## src/rtl/mem_arbiter.sv

```systemverilog
// mem_arbiter: shares one synchronous memory port between two requesters
// (m0, m1). Each requester pulses a read strobe or a write mask for one
// cycle; the request is latched, issued to memory and completed with a
// one-cycle mX_rdone pulse (reads also update mX_rdata).
//
// Ports:
//   clk, resetn                  clock, synchronous active-low reset
//   mX_addr/wdata/wmask/rstrb    request inputs, X = 0,1 (sampled on strobe)
//   mX_rdata                     read data, held until the next mX read completes
//   mX_busy                      request pending or in flight
//   mX_rdone                     completion pulse (reads and writes)
//   mem_addr/rstrb/wmask/wdata   registered memory request
//   mem_rdata                    memory read data, valid MEM_LATENCY cycles after mem_rstrb
//
// Build option: MEM_ARB_FIXED_PRIO_EN -- m0 always wins a tie (m1 may starve).
// Undefined (default): round-robin between the two ports on a tie.
module mem_arbiter #(
    parameter int XLEN        = 32,
    parameter int MEM_LATENCY = 1
) (
    input  logic            clk,
    input  logic            resetn,
    input  logic [XLEN-1:0] m0_addr,
    input  logic            m0_rstrb,
    input  logic [3:0]      m0_wmask,
    input  logic [XLEN-1:0] m0_wdata,
    output logic [XLEN-1:0] m0_rdata,
    output logic            m0_busy,
    output logic            m0_rdone,
    input  logic [XLEN-1:0] m1_addr,
    input  logic            m1_rstrb,
    input  logic [3:0]      m1_wmask,
    input  logic [XLEN-1:0] m1_wdata,
    output logic [XLEN-1:0] m1_rdata,
    output logic            m1_busy,
    output logic            m1_rdone,
    output logic [XLEN-1:0] mem_addr,
    output logic            mem_rstrb,
    output logic [3:0]      mem_wmask,
    output logic [XLEN-1:0] mem_wdata,
    input  logic [XLEN-1:0] mem_rdata
);

    // Counter holds values 0..MEM_LATENCY-1.
    localparam int CW = (MEM_LATENCY > 1) ? $clog2(MEM_LATENCY) : 1;

    typedef enum logic [1:0] {S_IDLE, S_ISSUE, S_WAIT} state_t;

    state_t          state, state_d;
    logic [1:0]      pending;
    logic            gnt;          // port currently owning the memory
    logic [CW-1:0]   cnt;

    // Per-port request latches, index 0 = m0, 1 = m1.
    logic [1:0]      req;
    logic [XLEN-1:0] in_addr  [2];
    logic [XLEN-1:0] in_wdata [2];
    logic [3:0]      in_wmask [2];
    logic [XLEN-1:0] p_addr   [2];
    logic [XLEN-1:0] p_wdata  [2];
    logic [3:0]      p_wmask  [2];
    logic [1:0]      p_write;

`ifndef MEM_ARB_FIXED_PRIO_EN
    logic            last_grant;
`endif

    // FSM decode
    logic            do_grant;
    logic            grant_sel;
    logic            do_issue_end;
    logic            do_done;

    // A nonzero mask makes the request a write even if rstrb is also high.
    assign req[0]      = m0_rstrb | (|m0_wmask);
    assign req[1]      = m1_rstrb | (|m1_wmask);
    assign in_addr[0]  = m0_addr;
    assign in_addr[1]  = m1_addr;
    assign in_wdata[0] = m0_wdata;
    assign in_wdata[1] = m1_wdata;
    assign in_wmask[0] = m0_wmask;
    assign in_wmask[1] = m1_wmask;

    // busy is the pending flag itself: it drops in the same edge that raises rdone.
    assign m0_busy = pending[0];
    assign m1_busy = pending[1];

    always_comb begin
        state_d      = state;
        do_grant     = 1'b0;
        grant_sel    = 1'b0;
        do_issue_end = 1'b0;
        do_done      = 1'b0;
        case (state)
            S_IDLE: begin
                if (|pending) begin
                    do_grant = 1'b1;
                    state_d  = S_ISSUE;
`ifdef MEM_ARB_FIXED_PRIO_EN
                    grant_sel = ~pending[0];
`else
                    grant_sel = (&pending) ? ~last_grant : pending[1];
`endif
                end
            end
            S_ISSUE: begin
                do_issue_end = 1'b1;
                state_d      = S_WAIT;
            end
            S_WAIT: begin
                if (cnt == '0) begin
                    do_done = 1'b1;
                    state_d = S_IDLE;
                end
            end
            default: state_d = S_IDLE;
        endcase
    end

    always_ff @(posedge clk) begin
        if (!resetn) begin
            state     <= S_IDLE;
            pending   <= '0;
            gnt       <= 1'b0;
            cnt       <= '0;
            p_write   <= '0;
            for (int i = 0; i < 2; i++) begin
                p_addr[i]  <= '0;
                p_wdata[i] <= '0;
                p_wmask[i] <= '0;
            end
`ifndef MEM_ARB_FIXED_PRIO_EN
            last_grant <= 1'b1;
`endif
            mem_addr  <= '0;
            mem_rstrb <= 1'b0;
            mem_wmask <= '0;
            mem_wdata <= '0;
            m0_rdata  <= '0;
            m1_rdata  <= '0;
            m0_rdone  <= 1'b0;
            m1_rdone  <= 1'b0;
        end else begin
            state <= state_d;

            // Capture; strobes while busy are dropped. A port is never both
            // capturing and completing in one cycle since completion needs pending.
            for (int i = 0; i < 2; i++) begin
                if (req[i] && !pending[i]) begin
                    pending[i] <= 1'b1;
                    p_addr[i]  <= in_addr[i];
                    p_wdata[i] <= in_wdata[i];
                    p_wmask[i] <= in_wmask[i];
                    p_write[i] <= |in_wmask[i];
                end
            end

            if (do_grant) begin
                gnt       <= grant_sel;
`ifndef MEM_ARB_FIXED_PRIO_EN
                last_grant <= grant_sel;
`endif
                mem_addr  <= p_addr[grant_sel];
                mem_wdata <= p_wdata[grant_sel];
                mem_rstrb <= ~p_write[grant_sel];
                mem_wmask <= p_write[grant_sel] ? p_wmask[grant_sel] : 4'b0000;
            end

            // Strobe lasts exactly the ISSUE cycle; addr/wdata stay put.
            if (do_issue_end) begin
                mem_rstrb <= 1'b0;
                mem_wmask <= 4'b0000;
                cnt       <= CW'(MEM_LATENCY - 1);
            end else if (state == S_WAIT && cnt != '0) begin
                cnt <= cnt - CW'(1);
            end

            m0_rdone <= do_done & ~gnt;
            m1_rdone <= do_done & gnt;
            if (do_done) begin
                pending[gnt] <= 1'b0;
                if (!p_write[gnt]) begin
                    if (gnt) m1_rdata <= mem_rdata;
                    else     m0_rdata <= mem_rdata;
                end
            end
        end
    end

endmodule

```

## config.mk

```make
export PLATFORM = sky130hd
export DESIGN_NAME = mem_arbiter
export DESIGN_NICKNAME = d
export VERILOG_FILES = /design/src/rtl/mem_arbiter.sv
export SDC_FILE = /design/constraint.sdc
export NUM_CORES = 1
export LEC_CHECK = 0
export CORE_MARGIN = 5
export CORE_UTILIZATION = 43
export DETAILED_ROUTE_END_ITERATION = 10
export PLACE_DENSITY = 0.74
export RECOVER_POWER = 25
export SYNTH_ARGS = -nofsm -noshare
export SYNTH_HDL_FRONTEND = slang
export SYNTH_SLANG_ARGS = --single-unit
```

## constraint.sdc

```tcl
create_clock -name clk -period 8 [get_ports clk]
set_input_delay 2 -clock clk [delete_from_list [all_inputs] [get_ports clk]]
set_output_delay 2 -clock clk [all_outputs]
set_load 0.005 [all_outputs]
```

==> results of run 1 <==
-- critical path, stage by stage --
cell,delay [ns]
buf_2,0.08
clkbuf_1,1.80
inv_2,1.00
buf_4,0.57
nor2_1,0.19
a22o_1,0.15
-- cell type report --
class	count	area, µm²
fillers	2061	9739
well taps	330	412.9
diodes	2	5.005
multi-input cells	645	3735
flip-flops and latches	280	6968
clock inverters	22	331.6
clock buffers	34	807.0
inverters	5	18.77
repair buffers	320	3164
-- synth_stat cells --
cell type and count:
mux2i_1 1, buf_4 3, nor4_1 1, o21bai_1 1, a21boi_1 8, o21ai_0 8
and2_1 202, a211oi_1 1, a31oi_1 2, nor3b_2 1, clkbuf_1 56, o21a_1 2
nor4_2 1, inv_1 4, nand3b_1 2, or3b_4 1, nor3_2 1, nand2_1 196
a21boi_0 35, buf_2 19, nor2b_1 1, dfxtp_1 144, o221ai_1 62, nor3b_1 3
a221oi_1 5, a21oi_1 93, o21ai_1 1, nor2_1 3, nor2_2 1, a22o_1 1
clkinv_1 1, o211ai_1 1, edfxtp_1 136, nand2b_1 2, or3_1 1, and3_1 2
buf_6 4, nor3_1 5, xnor2_1 1
-- registers in the layout (all words and copies together) (netlist names), 4 cells and up --
signal / count
mem_addr: 32
m0_rdata: 32
m1_rdata: 32
p_addr: 64
p_wdata: 64
p_wmask: 8
mem_wmask: 4
mem_wdata: 32
-- kinds of logic after synthesis --
| kind of cell | Yosys count | synth area share |
|---|---|---|
| compound gates | 220 | 0.1341 |
| xor+xnor | 1 | 0.0007945 |
| buf+inv | 87 | 0.03552 |
| flops | 280 | 0.6319 |
| mux | 1 | 0.0009079 |
| simple gates | 423 | 0.1968 |
-- final timing paths --
| kind | endpoint | slack [ns] | cells past startpoint |
|---|---|---|---|
| setup / recovery | mem_rstrb$_SDFFE_PP0P_ | 2.65 | 6 |
| hold / removal | m0_rdata[20]$_SDFFE_PN0P_ | 0.45 | 2 |
| setup reg to reg | mem_wdata[6]$_SDFFE_PN0P_ | 5.24 | 5 |
| hold reg to reg | m0_rdata[20]$_SDFFE_PN0P_ | 0.45 | 2 |
-- power groups by stage --
stage	sequential (mW)	clock [mW]	combinational [mW]
after floorplan	1.69	0	0.197
after global placement	1.69	0	0.425
after detailed placement	1.70	0	0.432
after CTS	1.67	1.58	0.434
after global routing	1.68	1.64	0.463
final	1.67	1.55	0.425
-- layout by cell type (no fill, tap or decap), types with 2 or more instances in the layout --
cell,count
clkinvlp_4,2
buf_4,11
clkbuf_16,31
dfxtp_1,143
a21oi_1,92
dlygate4sd3_1,41
clkinv_1,2
o221ai_1,62
nor3_1,5
o21ai_4,2
clkbuf_8,2
nand3b_1,2
clkinv_2,5
diode_2,2
and2_1,200
bufinv_16,8
a21boi_0,43
inv_1,4
clkbuf_1,2
o21ai_0,7
nor3b_1,3
nand2_1,196
clkdlybuf4s50_1,266
edfxtp_1,136
a31oi_1,2
a221oi_1,5
clkinv_4,4
and3_1,2
nor2_1,3
-- routing by layer --
metal  track usage  share of wire
met3       0.04437          0.081
met2        0.3451           0.49
met1        0.2618           0.40
met5             0        0.00042
met4       0.06840          0.029
-- through the flow --
step / std cells / instance area, µm² / hold WS [ns] / total power, mW
after global placement: 1580 / 14300 / 0.4405 / 2.118
final: 1638 / 15440 / 0.4527 / 3.643
after CTS: 1636 / 15440 / 0.4545 / 3.684
after detailed placement: 1580 / 14300 / 0.4457 / 2.129
after floorplan: 1012 / 11030 / 0.4514 / 1.884
after global routing: 1638 / 15440 / 0.4760 / 3.779
==> load_flow_metrics.sql, run 1 <==
INSERT INTO impl_metrics (metric_group, metric, value, unit) VALUES
('detailed_routing', 'detailedRoute.firstPassIterationCount', '5', ''),
('synthesis', 'seq_area_frac_synth', '0.6319', ''),
('finish', 'nNetsFinal', '1454', ''),
('placed_design', 'portBuffers', '308', ''),
('die', 'die_x', '170.1', 'µm'),
('synthesis', 'yosys.area.top_type_share', '0.3704', ''),
('worst_setup_path', 'endpoint_kind', 'register', ''),
('finish', 'post_layout_util', '0.6132', ''),
('sta', 'unrepaired_setup_endpoints_after_global_routing', 'false', ''),
('sta', 'min_period_over_period', '0.6693', ''),
('clocking', 'cts-root-buf', 'clkbuf_16', ''),
('clocking', 'tritoncts', 'built', ''),
('global_routing', 'grt_antenna_before_repair', '3', ''),
('die', 'coreArea', '25180', 'µm²'),
('flow_run', 'cap_viol_max_count', '1', ''),
('placed_design', 'finalWeightedCongestion', '0.8439', ''),
('detailed_routing', 'route.vias.total', '8484', ''),
('clocking', 'postCtsResizedCells', '0', ''),
('synthesis', 'ff_latch_count_synth', '280', ''),
('power_and_ir_drop', 'max-vdd-ir-drop', '0.1602', 'mV'),
('min_path', 'hp-class', 'reg2reg', ''),
('detailed_routing', 'wl', '31000', 'µm'),
('clocking', 'cts_num_sinks', '280', ''),
('synthesis', 'postSynthCellCount', '1012', ''),
('clocking', 'holdBufCountCts', '0', ''),
('worst_setup_path', 'worstPathMaxFanout', '57', ''),
('min_path', 'origin_of_the_worst_min_delay_path', 'm0_rdata[20]$_SDFFE_PN0P_', ''),
('worst_setup_path', 'critPathLaunchType', 'input pin', ''),
('sta', 'finalSetupViolations', '0', ''),
('clocking', 'clock_path_buffers', '3', ''),
('power_and_ir_drop', 'comb_power_share', '0.117', ''),
('worst_setup_path', 'timing.critical_path.arrival', '5.83', 'ns'),
('clocking', 'clock_insertion_delay_worst_skew', '0.54', 'ns'),
('power_and_ir_drop', 'static-leakage-power', '5.618', 'nW'),
('sta', 'fin_setup_tns', '0', 'ns'),
('sta', 'max_clock_freq', '186.8', 'MHz'),
('clocking', 'cts_made_buffers', '30', ''),
('die', 'row_count', '58', ''),
('clocking', 'clock_pin_slew_on_the_worst_setup_and_hold_paths', '0.06', 'ns'),
('worst_setup_path', 'critPathRequiredTime', '8.48', 'ns'),
('synthesis', 'synth_area_leaders', 'edfxtp_1 (37%), dfxtp_1 (26%), and2_1 (11%)', ''),
('synthesis', 'ys_warn_count', '0', ''),
('power_and_ir_drop', 'power_switching_share', '0.2253', ''),
('sta', 'hold_violations', '0', ''),
('status', 'failed_checks', 'max-capacitance violations, max-slew violations', ''),
('power_and_ir_drop', 'share_clk_of_total_power', '0.426', ''),
('sta', 'report.final.slew_viol_count', '58', ''),
('worst_setup_path', 'setup_crit_start', 'resetn', ''),
('detailed_routing', 'drt_drc_violations_left', '0', ''),
('global_routing', 'grt_pass1_wl', '47070', 'µm'),
('sta', 'worst_clock_skew', '0.01157', 'ns'),
('die', 'die_height', '170.1', 'µm'),
('die', 'starting_density_of_the_core', '0.4378', ''),
('status', 'run_status', 'complete, but fails checks', ''),
('finish', 'final_layout_size_suffix_gt1_frac', '0.05972', ''),
('finish', 'area_delta_synth_final', '40.06', '%'),
('sta', 'layout_min_cycle_time', '5.355', 'ns'),
('detailed_routing', 'dr.first_iter.drc_count', '691', ''),
('power_and_ir_drop', 'power.share.sequential', '0.458', ''),
('placed_design', 'preCtsSetupSlack', '3.262', 'ns'),
('detailed_routing', 'drtAntennaViolNets', '0', ''),
('sta', 'actual_transition_at_the_worst_max_transition_pin', '2.571', 'ns'),
('sta', 'final.setup.worst_slack', '2.645', 'ns'),
('synthesis', 'syn-cell-area', '11030', 'µm²'),
('synthesis', 'synthesis.nets', '1184', ''),
('global_routing', 'largest_net_degree_at_the_start_of_global_routing', '84', ''),
('placed_design', 'post-dp-hpwl', '20150', 'µm'),
('synthesis', 'synth.distinct_cells', '39', ''),
('detailed_routing', 'wire_per_inst', '18.93', 'µm'),
('synthesis', 'synth_area_leader_cell', 'edfxtp_1', ''),
('die', 'fp.dieArea', '28940', 'µm²');
No activity file was read; power rests on OpenSTA's default activity.
==> run 2, diff against run 1 <==
CORE_UTILIZATION = 48   (was 43)
PLACE_DENSITY = 0.78   (was 0.74)
clock period = 5.2 ns   (was 8 ns; I/O delays follow)
==> run 2 against run 1 <==
  * The run still ends with max-capacitance violations, max-slew violations left
  * Power grew 42%
  * Non-clock buffer count stayed put
  * Setup slack got worse by 1.3 ns
  * Wire length fell by 2.8%
  * Sequential share of layout area up 0.89 points
  * Combinational power increased by 53%
  * Critical endpoint is now mem_wmask[1]$_SDFFE_PP0P_
  * Largest cell class unchanged
  * Sequential cell count stayed put
  * Global-route usage up 1.6 points
  * Clock power is 28% higher
  * Die area is 9.8% lower
==> load_flow_metrics.sql, run 2 (synthesized netlist as in run 1, its figures left out) <==
INSERT INTO impl_metrics (metric_group, metric, value, unit) VALUES
('power_and_ir_drop', 'static-leakage-power', '5.426', 'nW'),
('finish', 'area_delta_synth_final', '37.31', '%'),
('worst_setup_path', 'path_cells', 'buf_4 -> o21ai_1 -> clkbuf_2 -> a221oi_1 -> nor3_1', ''),
('worst_setup_path', 'crit_type', 'reg2reg', ''),
('status', 'run_status', 'complete, but fails checks', ''),
('die', 'die_height', '161.6', 'µm'),
('worst_setup_path', 'timing.critical_path.arrival', '4.27', 'ns'),
('die', 'coreArea', '22640', 'µm²'),
('clocking', 'cts_num_sinks', '280', ''),
('detailed_routing', 'route.vias.total', '8494', ''),
('die', 'starting_density_of_the_core', '0.4870', ''),
('placed_design', 'portBuffers', '308', ''),
('clocking', 'postCtsSetupBuffers', '0', ''),
('detailed_routing', 'wire_per_inst', '18.95', 'µm'),
('global_routing', 'first_global_vias', '8502', ''),
('clocking', 'ctsHtreeMaxLevel', '1', ''),
('sta', 'min_period_over_period', '0.7339', ''),
('worst_setup_path', 'crit-reg2reg-capture', 'mem_wmask[1]$_SDFFE_PP0P_', ''),
('global_routing', 'global_route.overflow_total', '0', ''),
('clocking', 'tritoncts', 'built', ''),
('worst_setup_path', 'slowest_delay', '1.52', 'ns'),
('detailed_routing', 'wl', '30120', 'µm'),
('global_routing', 'grt_antenna_before_repair', '3', ''),
('detailed_routing', 'drt_drc_violations_left', '0', ''),
('worst_setup_path', 'critPathRequiredTime', '5.66', 'ns'),
('sta', 'worst_clock_skew', '0.02153', 'ns'),
('worst_setup_path', 'crit_slowest_cell', 'o21ai_1', ''),
('min_path', 'hp-class', 'reg2reg', ''),
('clocking', 'cts-root-buf', 'clkbuf_16', ''),
('finish', 'top_regs', 'p_addr: 64 flops, p_wdata: 64 flops', ''),
('finish', 'fillerInstances', '1698', ''),
('detailed_routing', 'dr.first_iter.drc_count', '726', ''),
('flow_run', 'cap_viol_max_count', '3', ''),
('finish', 'final_layout_size_suffix_gt1_frac', '0.04685', ''),
('finish', 'nNetsFinal', '1453', ''),
('clocking', 'clock_path_buffers', '3', ''),
('status', 'failed_checks', 'max-capacitance violations, max-slew violations', ''),
('global_routing', 'grt_usage', '0.2204', ''),
('detailed_routing', 'drtAntennaViolNets', '0', ''),
('worst_setup_path', 'worst_r2r_path_depth', '5', ''),
('placed_design', 'finalWeightedCongestion', '0.7845', ''),
('worst_setup_path', 'endpoint_kind', 'register', ''),
('min_path', 'endpoint_of_the_worst_hold_path', 'm1_rdata[19]$_SDFFE_PN0P_', ''),
('sta', 'unrepaired_setup_endpoints_after_global_routing', 'false', ''),
('die', 'die_x', '161.6', 'µm'),
('global_routing', 'grt_pass1_wl', '46040', 'µm'),
('sta', 'max_clock_freq', '262.0', 'MHz'),
('min_path', 'worstHoldPathCells', '2', ''),
('worst_setup_path', 'worst-path-buf-inv', '2', ''),
('die', 'fp.dieArea', '26100', 'µm²'),
('sta', 'final.setup.worst_slack', '1.383', 'ns'),
('sta', 'layout_min_cycle_time', '3.817', 'ns'),
('clocking', 'clock_insertion_delay_worst_skew', '0.55', 'ns'),
('clocking', 'cts_made_buffers', '29', ''),
('worst_setup_path', 'reg2reg_slack', '1.38', 'ns'),
('finish', 'final_cell_mix', 'clkdlybuf4s50_1 (291), and2_1 (200), nand2_1 (196)', ''),
('global_routing', 'largest_net_degree_at_the_start_of_global_routing', '137', ''),
('worst_setup_path', 'timing.critical_path.max_delay_family', 'compound AO/OA/AOI/OAI gates', ''),
('clocking', 'holdBufCountCts', '0', ''),
('sta', 'fin_setup_tns', '0', 'ns'),
('placed_design', 'post-dp-hpwl', '19320', 'µm'),
('worst_setup_path', 'crit-reg2reg-launch', 'pending[1]$_SDFF_PN0_', ''),
('power_and_ir_drop', 'power_density', '342.9', 'nW/µm²'),
('finish', 'multi_input_area', '3715', 'µm²'),
('sta', 'actual_transition_at_the_worst_max_transition_pin', '1.891', 'ns'),
('die', 'ios', '309', ''),
('min_path', 'origin_of_the_worst_min_delay_path', 'm1_rdata[19]$_SDFFE_PN0P_', ''),
('worst_setup_path', 'critPathLaunchType', 'register', ''),
('sta', 'max_slew_margin', '-0.2692', ''),
('sta', 'report.final.slew_viol_count', '139', ''),
('detailed_routing', 'detailedRoute.firstPassIterationCount', '5', ''),
('worst_setup_path', 'worstPathMaxFanout', '72', ''),
('die', 'row_count', '55', ''),
('finish', 'layout.cells.most_common', 'clkdlybuf4s50_1', ''),
('clocking', 'clock_pin_slew_on_the_worst_setup_and_hold_paths', '0.06', 'ns'),
('placed_design', 'preCtsSetupSlack', '1.504', 'ns'),
('finish', 'sequential_cell_area', '6967', 'µm²'),
('clocking', 'postCtsResizedCells', '0', ''),
('sta', 'hold_violations', '0', ''),
('sta', 'finalSetupViolations', '0', ''),
('detailed_routing', 'vias_per_cell', '5.346', ''),
('power_and_ir_drop', 'max-vdd-ir-drop', '0.2646', 'mV');
## run 2: cell types whose count changed in the layout (fill, tap and decap cells not counted), moves of 3 or more
cell             delta
bufinv_16           -8
clkbuf_1           +10
clkbuf_8            +8
clkdlybuf4s50_1    +25
clkinv_2            -3
clkinv_4            -4
dlygate4sd3_1      -25
## run 2: layout make-up
type / instances / area share
Multi-Input combinational cell: 645 / 0.2454
Antenna cell: 2 / 0.0003306
Clock inverter: 3 / 0.001240
Inverter: 5 / 0.001240
Timing Repair Buffer: 320 / 0.2086
Tap cell: 285 / 0.02355
Clock buffer: 49 / 0.05950
Sequential cell: 280 / 0.4602
## run 2: worst max path at each step
stage / start / to / slack (ns) / cells past startpoint
floorplan: m0_wmask[1] / p_addr[0][0]$_SDFFCE_PN0P_ / 0.16 / 3
global placement: m0_wmask[1] / p_wmask[1][0]$_SDFFCE_PN0P_ / 1.57 / 5
finish: pending[1]$_SDFF_PN0_ / mem_wmask[1]$_SDFFE_PP0P_ / 1.38 / 5
detailed placement: m0_wmask[1] / p_wdata[1][28]$_SDFFCE_PN0P_ / 1.50 / 5
global route: pending[1]$_SDFF_PN0_ / mem_wmask[0]$_SDFFE_PP0P_ / 0.99 / 5
CTS: m0_wmask[1] / p_addr[0][17]$_SDFFCE_PN0P_ / 2.06 / 5
## run 2: where the power goes
part           switching, mW  internal [mW]
logic                  0.313          0.337
registers             0.0697           2.49
clock network          0.814           1.17
total                   1.20           3.99
## run 2: tightest hold or removal path: cells and delay by family, from the launching register on
kind / cells / cell delay, ns
flops: 1 / 0.30
simple gates: 1 / 0.05
compound gates: 1 / 0.05
## run 2: metrics by stage
step | total power [mW] | area [µm²] | utilization | hold slack, ns | std cells
2_1_floorplan | 2.896 | 11030 | - | 0.4514 | 1012
3_3_place_gp | 3.244 | 14250 | 0.6292 | 0.4404 | 1535
3_5_place_dp | 3.266 | 14250 | 0.6292 | 0.4461 | 1535
4_1_cts | 5.241 | 15170 | 0.6699 | 0.4544 | 1587
5_1_grt | 5.391 | 15140 | 0.6687 | 0.4685 | 1589
6_report | 5.191 | 15140 | 0.6687 | 0.4488 | 1589
## run 2: layer usage
metal  vias up  global-route usage  wire length, µm
met3        69             0.04976             2177
li1       4050                   -                -
met5         -                   0                7
met2       329              0.3907            15010
met1      4044              0.2620            11740
met4         2             0.08259             1176
==> run 3, diff against run 2 <==
CORE_UTILIZATION = 43   (was 48)
PLACE_DENSITY = 0.74   (was 0.78)
clock period = 3.49 ns   (was 5.2 ns; I/O delays follow)
==> run 3 against run 2 <==
  * The run still ends with max-capacitance violations, max-slew violations left
  * Combinational power is 53% higher
  * Hold slack is essentially flat
  * Cell count up 3.4%
  * Register-to-register slack got worse by 0.74 ns
  * Non-clock buffer count up 10
  * Clock skew shrank 0.013 ns
==> load_flow_metrics.sql, run 3 (synthesized netlist as in run 1, its figures left out) <==
INSERT INTO impl_metrics (metric_group, metric, value, unit) VALUES
('die', 'fp.dieArea', '28940', 'µm²'),
('worst_setup_path', 'reg2reg_slack', '0.64', 'ns'),
('sta', 'min_period_over_period', '0.8159', ''),
('sta', 'actual_transition_at_the_worst_max_transition_pin', '1.516', 'ns'),
('die', 'ios', '309', ''),
('sta', 'worst_clock_skew', '0.008078', 'ns'),
('worst_setup_path', 'timing.critical_path.arrival', '3.29', 'ns'),
('status', 'run_status', 'complete, but fails checks', ''),
('detailed_routing', 'drt_drc_violations_left', '0', ''),
('placed_design', 'preCtsSetupSlack', '0.2966', 'ns'),
('worst_setup_path', 'crit_type', 'reg2reg', ''),
('sta', 'layout_min_cycle_time', '2.847', 'ns'),
('clocking', 'tritoncts', 'built', ''),
('sta', 'unrepaired_setup_endpoints_after_global_routing', 'false', ''),
('min_path', 'hp-class', 'reg2reg', ''),
('global_routing', 'grt_usage', '0.2035', ''),
('clocking', 'postCtsResizedCells', '0', ''),
('detailed_routing', 'drtAntennaViolNets', '0', ''),
('detailed_routing', 'detailedRoute.firstPassIterationCount', '5', ''),
('sta', 'finalHoldWorstSlack', '0.4493', 'ns'),
('clocking', 'clock_path_buffers', '3', ''),
('detailed_routing', 'vias_per_cell', '5.232', ''),
('global_routing', 'largest_net_degree_at_the_start_of_global_routing', '137', ''),
('sta', 'final.setup.worst_slack', '0.6426', 'ns'),
('flow_run', 'cap_viol_max_count', '2', ''),
('clocking', 'cts-root-buf', 'clkbuf_16', ''),
('die', 'row_count', '58', ''),
('finish', 'layout.cells.most_common', 'clkdlybuf4s50_1', ''),
('placed_design', 'portBuffers', '308', ''),
('clocking', 'clock_pin_slew_on_the_worst_setup_and_hold_paths', '0.06', 'ns'),
('global_routing', 'grt_antenna_before_repair', '1', ''),
('power_and_ir_drop', 'static-leakage-power', '5.609', 'nW'),
('sta', 'hold_violations', '0', ''),
('power_and_ir_drop', 'power_density', '516.9', 'nW/µm²'),
('sta', 'fin_setup_tns', '0', 'ns'),
('global_routing', 'grt_pass1_wl', '46980', 'µm'),
('worst_setup_path', 'endpoint_kind', 'register', ''),
('finish', 'final_layout_size_suffix_gt1_frac', '0.05640', ''),
('worst_setup_path', 'critPathLaunchType', 'register', ''),
('clocking', 'clock_insertion_delay_worst_skew', '0.54', 'ns'),
('finish', 'post_layout_util', '0.6117', ''),
('global_routing', 'global_route.overflow_total', '0', ''),
('sta', 'finalSetupViolations', '0', ''),
('sta', 'report.final.slew_viol_count', '23', ''),
('die', 'die_height', '170.1', 'µm'),
('detailed_routing', 'wire_per_inst', '18.84', 'µm'),
('sta', 'max_slew_margin', '-0.01134', ''),
('die', 'die_x', '170.1', 'µm'),
('placed_design', 'finalWeightedCongestion', '0.8036', ''),
('finish', 'area_delta_synth_final', '39.72', '%'),
('sta', 'max_clock_freq', '351.2', 'MHz'),
('finish', 'final_cell_mix', 'clkdlybuf4s50_1 (265), and2_1 (200), nand2_1 (196)', ''),
('die', 'coreArea', '25180', 'µm²'),
('clocking', 'postCtsSetupBuffers', '0', ''),
('clocking', 'holdBufCountCts', '0', ''),
('detailed_routing', 'wl', '30960', 'µm'),
('worst_setup_path', 'worstPathMaxFanout', '47', ''),
('status', 'failed_checks', 'max-capacitance violations, max-slew violations', ''),
('worst_setup_path', 'critPathRequiredTime', '3.93', 'ns'),
('clocking', 'cts_made_buffers', '29', ''),
('detailed_routing', 'dr.first_iter.drc_count', '578', ''),
('clocking', 'ctsHtreeMaxLevel', '1', ''),
('finish', 'top_regs', 'p_addr: 64 flops, p_wdata: 64 flops', ''),
('global_routing', 'first_global_vias', '8510', ''),
('power_and_ir_drop', 'max-vdd-ir-drop', '0.3741', 'mV'),
('die', 'starting_density_of_the_core', '0.4378', ''),
('finish', 'nNetsFinal', '1463', ''),
('detailed_routing', 'route.vias.total', '8596', ''),
('placed_design', 'post-dp-hpwl', '20580', 'µm'),
('clocking', 'cts_num_sinks', '280', '');
## run 3: cell count changes in the layout (fill, tap and decap cells not counted), sizes merged
cell	previous run	this run
inv	6	5
clkinv	2	8
buf	9	20
clkbuf	53	43
bufinv	0	4
diode	2	1
clkdlybuf4s50	291	265
dlygate4sd3	16	42
## run 3: path summary, 6_finish.rpt
check / to / cells after the start / from
worst min register to register: m0_rdata[23]$_SDFFE_PN0P_ / 2 / m0_rdata[23]$_SDFFE_PN0P_
worst max register to register: mem_wdata[30]$_SDFFE_PN0P_ / 5 / pending[0]$_SDFF_PN0_
worst min-delay path: m0_rdata[23]$_SDFFE_PN0P_ / 2 / m0_rdata[23]$_SDFFE_PN0P_
worst max-delay path: mem_wdata[30]$_SDFFE_PN0P_ / 5 / pending[0]$_SDFF_PN0_
## run 3: layer usage
layer  part of all wire  vias to the layer above  GRT usage
li1                   -                     4074          -
met1               0.40                     4093     0.2629
met2               0.48                      362     0.3399
met3              0.075                       67    0.03740
met4              0.038                        0    0.08160
met5                  0                        -          0
## run 3: cell type report
type | count | area (µm²)
clock buffer | 40 | 807.0
inverter | 5 | 18.77
fill | 1994 | 9777
antenna | 1 | 2.502
clock inverter | 12 | 165.2
tap | 330 | 412.9
sequential | 280 | 6968
multi-input combinational | 645 | 3720
timing repair buffer | 330 | 3311
## run 3: worst max-delay path: stages (launching register included)
cell      delay (ns)
dfxtp_1         0.44
a211oi_1        0.33
and2_0          1.18
buf_12          0.34
o221ai_1        0.14
a21boi_0        0.28
## run 3: per-stage QoR
| stage | cells | power [mW] | area, µm² |
|---|---|---|---|
| after floorplan | 1012 | 4.313 | 11030 |
| after global placement | 1590 | 4.877 | 14450 |
| after detailed placement | 1590 | 4.900 | 14450 |
| after CTS | 1642 | 8.047 | 15420 |
| after global routing | 1643 | 8.276 | 15400 |
| final | 1643 | 7.963 | 15400 |
## run 3: power by group
group / internal (mW) / switching, mW / total [mW]
registers: 3.71 / 0.109 / 3.82
logic: 0.518 / 0.478 / 0.996
clock network: 1.90 / 1.25 / 3.15
total: 6.13 / 1.83 / 7.96
